File: src/rtl/mirror_cal_pkg.sv
// -----------------------------------------------------------------------------
// mirror_cal_pkg
// Shared types and constants for the current-mirror calibration controller.
//   cal_state_t : controller FSM states
//   CFG_DEFAULT : nominal mirror trim applied out of reset
//   NSAMP       : comparator samples per majority vote
//   CODE_MAX    : highest (lowest-gain) mirror code
//   maj3()      : 3-input majority helper
// -----------------------------------------------------------------------------
package mirror_cal_pkg;

    typedef enum logic [1:0] {
        IDLE   = 2'd0,
        SETTLE = 2'd1,
        SAMPLE = 2'd2
    } cal_state_t;

    localparam logic [1:0] CFG_DEFAULT = 2'b01;
    localparam int         NSAMP       = 3;
    localparam logic [1:0] CODE_MAX    = 2'b11;

    function automatic logic maj3(input logic a, input logic b, input logic c);
        return (a & b) | (a & c) | (b & c);
    endfunction

endpackage

File: src/rtl/mirror_cal_vote.sv
// -----------------------------------------------------------------------------
// mirror_cal_vote
// Comparator sample history with a 3-way majority vote.
//   clk       in  block clock
//   rstb      in  asynchronous active-low reset
//   clr       in  wipe the stored history (start of a new vote)
//   shift_en  in  shift sample_in into the history this cycle
//   sample_in in  current comparator sample
//   vote      out majority of the current sample and the two stored ones
// The window is the live sample plus the two previous ones, so the vote is
// valid in the same cycle as the third sample and the decision can be taken
// on the edge that captures it.
// -----------------------------------------------------------------------------
module mirror_cal_vote
    import mirror_cal_pkg::*;
(
    input  logic clk,
    input  logic rstb,
    input  logic clr,
    input  logic shift_en,
    input  logic sample_in,
    output logic vote
);

    localparam int HIST_W = NSAMP - 1;

    logic [HIST_W-1:0] hist_reg;

    genvar gi;
    generate
        for (gi = 0; gi < HIST_W; gi++) begin : g_hist
            if (gi == 0) begin : g_head
                always_ff @(posedge clk or negedge rstb) begin
                    if (!rstb) begin
                        hist_reg[gi] <= 1'b0;
                    end else if (clr) begin
                        hist_reg[gi] <= 1'b0;
                    end else if (shift_en) begin
                        hist_reg[gi] <= sample_in;
                    end
                end
            end else begin : g_tail
                always_ff @(posedge clk or negedge rstb) begin
                    if (!rstb) begin
                        hist_reg[gi] <= 1'b0;
                    end else if (clr) begin
                        hist_reg[gi] <= 1'b0;
                    end else if (shift_en) begin
                        hist_reg[gi] <= hist_reg[gi-1];
                    end
                end
            end
        end
    endgenerate

    assign vote = maj3(sample_in, hist_reg[0], hist_reg[1]);

endmodule

File: src/rtl/mirror_cal_ctrl.sv
// -----------------------------------------------------------------------------
// mirror_cal_ctrl
// Linear-search calibration of the 2-bit current-mirror trim. Codes are tried
// from 00 (highest gain) upwards; each code is allowed SETTLE_CYC cycles to
// settle, then the comparator is majority-voted over three cycles. The first
// code whose current is not above target is kept. Firmware may force the code.
//   clk       in  block clock
//   rstb      in  asynchronous active-low reset
//   cal_start in  single-cycle calibration request (ignored while busy)
//   cmp_hi    in  comparator flag, 1 = mirror current above target
//   ovr_en    in  force cfg_mirr to ovr_code (aborts a running search)
//   ovr_code  in  override trim code
//   cfg_mirr  out registered trim code to the mirror
//   cal_busy  out calibration in progress
//   cal_done  out last calibration completed (level)
//   cal_fail  out last search ended at CODE_MAX with current still high
//   cal_code  out result of the last completed calibration
// -----------------------------------------------------------------------------
module mirror_cal_ctrl
    import mirror_cal_pkg::*;
#(
    parameter int SETTLE_CYC = 16
) (
    input  logic       clk,
    input  logic       rstb,
    input  logic       cal_start,
    input  logic       cmp_hi,
    input  logic       ovr_en,
    input  logic [1:0] ovr_code,
    output logic [1:0] cfg_mirr,
    output logic       cal_busy,
    output logic       cal_done,
    output logic       cal_fail,
    output logic [1:0] cal_code
);

    localparam logic [7:0] SETTLE_LOAD = 8'(SETTLE_CYC - 1);
    localparam logic [1:0] SAMP_LAST   = 2'(NSAMP - 1);

    cal_state_t state_reg,    state_next;
    logic [7:0] cnt_reg,      cnt_next;
    logic [1:0] samp_cnt_reg, samp_cnt_next;
    logic [1:0] cfg_reg,      cfg_next;
    logic [1:0] code_reg,     code_next;
    logic       busy_reg,     busy_next;
    logic       done_reg,     done_next;
    logic       fail_reg,     fail_next;

    logic vote_clr;
    logic vote_shift;
    logic vote;

    mirror_cal_vote u_vote (
        .clk       (clk),
        .rstb      (rstb),
        .clr       (vote_clr),
        .shift_en  (vote_shift),
        .sample_in (cmp_hi),
        .vote      (vote)
    );

    always_ff @(posedge clk or negedge rstb) begin
        if (!rstb) begin
            state_reg    <= IDLE;
            cnt_reg      <= 8'd0;
            samp_cnt_reg <= 2'd0;
            cfg_reg      <= CFG_DEFAULT;
            code_reg     <= CFG_DEFAULT;
            busy_reg     <= 1'b0;
            done_reg     <= 1'b0;
            fail_reg     <= 1'b0;
        end else begin
            state_reg    <= state_next;
            cnt_reg      <= cnt_next;
            samp_cnt_reg <= samp_cnt_next;
            cfg_reg      <= cfg_next;
            code_reg     <= code_next;
            busy_reg     <= busy_next;
            done_reg     <= done_next;
            fail_reg     <= fail_next;
        end
    end

    always_comb begin
        state_next    = state_reg;
        cnt_next      = cnt_reg;
        samp_cnt_next = samp_cnt_reg;
        cfg_next      = cfg_reg;
        code_next     = code_reg;
        busy_next     = busy_reg;
        done_next     = done_reg;
        fail_next     = fail_reg;
        vote_clr      = 1'b0;
        vote_shift    = 1'b0;

        if (ovr_en) begin
            // Override has priority over everything, including a same-cycle
            // cal_start. Result registers are deliberately left untouched.
            cfg_next   = ovr_code;
            state_next = IDLE;
            busy_next  = 1'b0;
        end else begin
            case (state_reg)
                IDLE: begin
                    if (cal_start) begin
                        cfg_next   = 2'b00;
                        done_next  = 1'b0;
                        fail_next  = 1'b0;
                        busy_next  = 1'b1;
                        cnt_next   = SETTLE_LOAD;
                        state_next = SETTLE;
                    end
                end

                SETTLE: begin
                    if (cnt_reg == 8'd0) begin
                        // Fresh history so a vote never mixes two codes.
                        vote_clr      = 1'b1;
                        samp_cnt_next = 2'd0;
                        state_next    = SAMPLE;
                    end else begin
                        cnt_next = cnt_reg - 8'd1;
                    end
                end

                SAMPLE: begin
                    vote_shift = 1'b1;
                    if (samp_cnt_reg == SAMP_LAST) begin
                        if (!vote) begin
                            code_next  = cfg_reg;
                            done_next  = 1'b1;
                            busy_next  = 1'b0;
                            state_next = IDLE;
                        end else if (cfg_reg == CODE_MAX) begin
                            code_next  = CODE_MAX;
                            done_next  = 1'b1;
                            fail_next  = 1'b1;
                            busy_next  = 1'b0;
                            state_next = IDLE;
                        end else begin
                            // Next code and settle reload land on the same edge.
                            cfg_next   = cfg_reg + 2'd1;
                            cnt_next   = SETTLE_LOAD;
                            state_next = SETTLE;
                        end
                    end else begin
                        samp_cnt_next = samp_cnt_reg + 2'd1;
                    end
                end

                default: begin
                    state_next = IDLE;
                    busy_next  = 1'b0;
                end
            endcase
        end
    end

    assign cfg_mirr = cfg_reg;
    assign cal_busy = busy_reg;
    assign cal_done = done_reg;
    assign cal_fail = fail_reg;
    assign cal_code = code_reg;

endmodule

File: config.mk
export PLATFORM = sky130hd
export DESIGN_NAME = mirror_cal_ctrl
export DESIGN_NICKNAME = d
export VERILOG_FILES = /design/src/rtl/mirror_cal_pkg.sv /design/src/rtl/mirror_cal_vote.sv /design/src/rtl/mirror_cal_ctrl.sv
export SDC_FILE = /design/constraint.sdc
export NUM_CORES = 1
export LEC_CHECK = 0
export CORE_MARGIN = 3
export CORE_UTILIZATION = 35
export DETAILED_ROUTE_END_ITERATION = 7
export PLACE_DENSITY = 0.51
export SLEW_MARGIN = 20
export SYNTH_ARGS = -nofsm -noshare
export SYNTH_HDL_FRONTEND = slang
export SYNTH_HIERARCHICAL = 1
export SYNTH_SLANG_ARGS = --single-unit
export TNS_END_PERCENT = 10
File: constraint.sdc
create_clock -name clk -period 4.69 [get_ports clk]
set_input_delay 0.938 -clock clk [delete_from_list [all_inputs] [get_ports clk]]
set_output_delay 0.938 -clock clk [all_outputs]
set_load 0.1 [all_outputs]
==> impl_metrics.toml, run 1 <==
[floorplanning]
dieArea_um2 = 4340
num_rows = 21
ioPinCount = 14
die_w_um = 65.9
coreArea_um2 = 3390
die_h_um = 65.9
start_util = 0.371

[placed_design]
io_buffers = 13
dp.cells = 183
gp_congestion = 0.741
hpwl_um = 1930
place_area_um2 = 1420

[timing]
slew_violations = 0
skew_ns = 0.0111
fmax_ghz = 0.335
setup_violations = 0
rsz0062_at_grt = "false"
fin_hold_ws_ns = 0.517
fin_setup_tns_ns = 0
hold_violations = 0
slew_headroom = 0.351
tightest_slew_ns = 0.970
period_share = 0.637
final.min_clock_period_ns = 2.99

[grt]
grt_pass1_vias = 935
grt_pass1_wl_um = 4420
grt_usage = 0.133
grtUsageMet1 = 0.203
antenna_found_initial = 0
busiest_layer = "met1"
met3_usage = 0.0255
gr-total-overflow = 0
grt_max_degree = 22
met2_usage = 0.183

[setup_path]
required_ns = 3.75
critPathBufInv = 1
critical_path_class = "flip-flop to output port"
regToRegSetupSlack_ns = 2.38
timing.rr.end = "cnt_reg[4]$_DFFE_PN0P_"
r2r-start = "samp_cnt_reg[0]$_DFFE_PN0P_"
worstPathMaxFanout = 5
end_kind = "output port"
cpMaxStageDelayCell = "clkdlybuf4s50_1"
crit_family = "buffers and inverters"
cpPeakStageDelay_ns = 1.14
rr_worst_depth = 6
start_kind = "flip-flop"
worstPathArrival_ns = 2.05
cp_cell_sequence = "clkdlybuf4s50_1"

[worst_hold_path]
min_path_type = "flip-flop to flip-flop"
min_to = "cal_code[1]$_DFFE_PN0P_"
min_path_cells = 1
min_from = "cal_code[1]$_DFFE_PN0P_"

[synthesis]
ys_seq_area_frac = 0.420
yosys_register_bits = 21
syn_area_per_cell_um2 = 9.74
synthArstFlopShare = 1.00
syn_area_um2 = 1260
synth_warnings = 6
syn-num-nets = 140
synth_edf_count = 0
postSynthCellCount = 129
synth_cell_types = 42
synth-main-ff-cell = "dfrtp_1"

[final_layout]
final_cells = 187
multi_input_area_um2 = 673
ff_latch_area_um2 = 528
nFillCells = 330
largest_reg_flops = 8
final_nets = 153
antenna_cells = 0
area_growth_pct = 15.0
drive_gt1_frac = 0.113
fin_area_um2 = 1450

[route]
first_pass_iters = 4
drc = 0
viasPerCell = 5.17
wl_per_cell_um = 13.8
vias = 966
routed_wirelength_um = 2580
ant_nets = 0
drt_iter0_drc = 39

[power]
power_density_nw_per_um2 = 259
vdd_drop_max_v = 0.000129
leakage_uw = 0.000587

[clock_network]
postCtsHoldBufs = 0
clockRootBuffer = "clkbuf_4"
cts-buffers-inserted = 3
cts_tree = "done"
clk_pin_slew_worst_paths_ns = 0.13
postCtsSetupRepairBufs = 0
clockBufferDepth = 2
clock_sinks = 21
htreeDepth = 1
clk_latency_ns = 0.31
cts-resized-gates = 0

[flow_run]
maxCapViolCount = 0

[run_status]
status = "finished, final reports clean"
-- power by group --
part	internal [uW]	switching, uW	total [uW]	leakage [uW]
logic	26.9	58.3	85.2	0.000313
clock network	31.8	58.1	89.9	0.0000177
registers	191	8.94	200	0.000257
-- layer usage --
| layer | vias up | share of wire | wire (um) |
|---|---|---|---|
| met5 | - | 0 | 0 |
| met4 | 0 | 0.0058 | 15 |
| met3 | 2 | 0.018 | 47 |
| met2 | 5 | 0.42 | 1090 |
| met1 | 462 | 0.55 | 1430 |
| li1 | 497 | - | - |
-- how the worst max path moves through the flow --
stage | startpoint | endpoint | cells after the start
2_1_floorplan | cfg_mirr[1]$_DFFE_PN0P_ | cnt_reg[4]$_DFFE_PN0P_ | 6
4_1_cts | cfg_mirr[0]$_DFFE_PN1P_ | cfg_mirr[0] | 1
5_1_grt | cfg_mirr[0]$_DFFE_PN1P_ | cfg_mirr[0] | 1
6_report | cfg_mirr[0]$_DFFE_PN1P_ | cfg_mirr[0] | 1
3_5_place_dp | cmp_hi | cnt_reg[4]$_DFFE_PN0P_ | 6
3_3_place_gp | cmp_hi | cnt_reg[4]$_DFFE_PN0P_ | 6
-- through the flow --
step           setup WS [ns]  power [uW]  utilization
4_1_cts                 1.68         384        0.428
3_3_place_gp            1.73         289        0.420
5_1_grt                 1.64         399        0.426
3_5_place_dp            1.67         289        0.420
6_report                1.70         375        0.426
2_1_floorplan           2.22         263            -
-- area by class of cell --
cell class                      count  area share
Clock inverter                      1     0.00346
Tap cell                           46      0.0398
Clock buffer                        3      0.0156
Inverter                            7      0.0182
Timing Repair Buffer               14      0.0918
Sequential cell                    21       0.365
Multi-Input combinational cell     95       0.466
-- logic make-up (layout without fill, tap and decap cells) --
family / count (synthesis) / count (layout) / synth area share
compound gates: 31 / 31 / 0.184
fa+ha+maj: 5 / 5 / 0.0488
buf+inv: 13 / 25 / 0.0438
flops: 21 / 21 / 0.420
mux: 10 / 10 / 0.0946
simple gates: 49 / 49 / 0.208
-- placed cells by master, fill, tap and decap left out, types with 2 or more instances in the layout --
master | Yosys | routed
or4_1 | 2 | 2
o21ai_0 | 3 | 3
a31oi_1 | 3 | 3
nand2_1 | 8 | 8
mux2i_1 | 4 | 4
nand2b_1 | 2 | 2
a211oi_1 | 2 | 2
and3_1 | 2 | 2
o31ai_1 | 3 | 3
mux2_1 | 3 | 3
nand3b_1 | 2 | 2
mux2_2 | 2 | 2
o2bb2ai_1 | 2 | 2
clkdlybuf4s50_1 | 0 | 12
dfstp_2 | 2 | 2
nor3_1 | 3 | 3
dfrtp_1 | 19 | 19
nor2b_1 | 7 | 7
nand3_1 | 2 | 2
nor4_1 | 3 | 3
clkbuf_4 | 0 | 3
o22a_1 | 2 | 2
inv_1 | 7 | 7
ha_1 | 4 | 4
nor2_1 | 13 | 13
a21oi_1 | 8 | 8
-- cells in the mapped netlist, types with 2 or more instances --
cell	n	area share
dfrtp_1	19	0.38
nor2_1	13	0.039
a21oi_1	8	0.032
nand2_1	8	0.024
inv_1	7	0.021
nor2b_1	7	0.035
ha_1	4	0.040
mux2i_1	4	0.032
a31oi_1	3	0.015
clkbuf_1	3	0.0090
mux2_1	3	0.027
nor3_1	3	0.012
nor4_1	3	0.015
o21ai_0	3	0.012
o31ai_1	3	0.018
a211oi_1	2	0.012
and3_1	2	0.010
buf_2	2	0.0080
dfstp_2	2	0.042
mux2_2	2	0.018
nand2b_1	2	0.010
nand3_1	2	0.0080
nand3b_1	2	0.012
o22a_1	2	0.014
o2bb2ai_1	2	0.014
or4_1	2	0.012
Note: power is estimated with default switching activity, not from simulation.
==> run 2, diff against run 1 <==
- clock period: 4.69 -> 3.08 ns (I/O delays scaled with it)
==> run 2 against run 1 <==
  * Via count is 1.0% lower
  * Global-route usage is 0.060 points higher
  * Design area is 0.69% higher
  * Wire length is 0.74% higher
  * Count of clock-buffer cells in the layout stayed put
  * Setup slack worse by 1.0 ns
==> impl_metrics.toml, run 2 (synthesis gave the netlist of run 1 again) <==
[timing]
rsz0062_at_grt = "false"
skew_ns = 0.00137
final.min_clock_period_ns = 2.39
period_share = 0.776
setup_violations = 0
fmax_ghz = 0.418
slew_violations = 0
tightest_slew_ns = 0.465
fin_setup_tns_ns = 0
slew_headroom = 0.687
hold_violations = 0

[worst_hold_path]
min_path_type = "flip-flop to flip-flop"
min_from = "cal_code[1]$_DFFE_PN0P_"
min_path_cells = 1

[run_status]
status = "finished, final reports clean"

[grt]
grt_pass1_wl_um = 4450
grt_usage = 0.134
grt_pass1_vias = 930
antenna_found_initial = 0
grt_max_degree = 22
gr-total-overflow = 0

[placed_design]
gp_congestion = 0.758
io_buffers = 13
hpwl_um = 1980

[power]
total_power_uw = 567
vdd_drop_max_v = 0.000249
leakage_uw = 0.000613
power_density_nw_per_um2 = 390

[setup_path]
cpPeakStageDelay_ns = 0.56
cp-startpoint = "cmp_hi"
end_kind = "flip-flop"
rr_worst_depth = 5
cpMaxStageDelayCell = "or4_1"
critical_path_class = "input port to flip-flop"
critPathBufInv = 1
crit_family = "simple AND/OR/NAND/NOR gates"
r2r-start = "cfg_mirr[1]$_DFFE_PN0P_"
required_ns = 3.28
worstPathMaxFanout = 8
crit_cells = 6
start_kind = "input port"
cp_cell_sequence = "clkdlybuf4s50_1, maj3_2, nand2b_1, or4_1, a21oi_1, mux2_1"
worstPathArrival_ns = 2.59

[final_layout]
drive_gt1_frac = 0.174
nFillCells = 336
antenna_cells = 0
largest_reg_flops = 8
area_growth_pct = 15.8
final_cell_mix = "dfrtp_1 (19), nor2_1 (13), buf_4 (11)"
final_common_cell = "dfrtp_1"
final_nets = 156

[clock_network]
postCtsSetupRepairBufs = 0
htreeDepth = 1
clk_latency_ns = 0.30
clockBufferDepth = 2
clk_pin_slew_worst_paths_ns = 0.12
cts-resized-gates = 0
cts-buffers-inserted = 3
clockRootBuffer = "clkbuf_4"
cts_tree = "done"
clock_sinks = 21
postCtsHoldBufs = 0

[route]
viasPerCell = 5.03
drt_iter0_drc = 32
drc = 0
routed_wirelength_um = 2600
ant_nets = 0
wl_per_cell_um = 13.7
first_pass_iters = 4
vias = 956

[floorplanning]
ioPinCount = 14
start_util = 0.371
die_h_um = 65.9
num_rows = 21
coreArea_um2 = 3390
die_w_um = 65.9
dieArea_um2 = 4340

[flow_run]
maxCapViolCount = 0
==> run 2: through the flow <==
step | hold slack [ns] | util | std cells | setup WS, ns | instance area, um2
2_1_floorplan | 0.320 | - | 129 | 0.614 | 1260
3_3_place_gp | 0.479 | 0.421 | 186 | 0.433 | 1430
3_5_place_dp | 0.489 | 0.421 | 186 | 0.377 | 1430
4_1_cts | 0.518 | 0.429 | 190 | 0.708 | 1460
5_1_grt | 0.552 | 0.429 | 190 | 0.611 | 1460
6_report | 0.509 | 0.429 | 190 | 0.690 | 1460
==> run 2: cell type report <==
| cell class | instances | area, um2 | share of cell area |
|---|---|---|---|
| repair buffers | 17 | 143 | 0.0980 |
| flip-flops and latches | 21 | 528 | 0.363 |
| multi-input cells | 95 | 673 | 0.463 |
| clock inverters | 1 | 5.00 | 0.00344 |
| clock buffers | 3 | 22.5 | 0.0155 |
| inverters | 7 | 26.3 | 0.0181 |
| well taps | 46 | 57.6 | 0.0396 |
==> run 2: path summary, 6_finish.rpt <==
kind / slack (ns) / end
worst min-delay path: 0.51 / cal_code[1]$_DFFE_PN0P_
worst min register to register: 0.51 / cal_code[1]$_DFFE_PN0P_
min in group asynchronous: 0.65 / cnt_reg[6]$_DFFE_PN0P_
worst max-delay path: 0.69 / cnt_reg[4]$_DFFE_PN0P_
worst max register to register: 0.98 / cnt_reg[4]$_DFFE_PN0P_
max in group asynchronous: 2.16 / cfg_mirr[0]$_DFFE_PN1P_
==> run 2: routing by layer <==
metal | GRT usage | wire length, um
met1 | 0.194 | 1350
met2 | 0.193 | 1150
met3 | 0.0357 | 73
met4 | 0.0363 | 18
met5 | 0 | 0
==> run 2: where the power goes <==
part	internal, uW	total (uW)	switching (uW)
Sequential	290	304	13.5
Clock	48.4	132	83.3
Combinational	42.2	132	89.5
Total	381	567	186
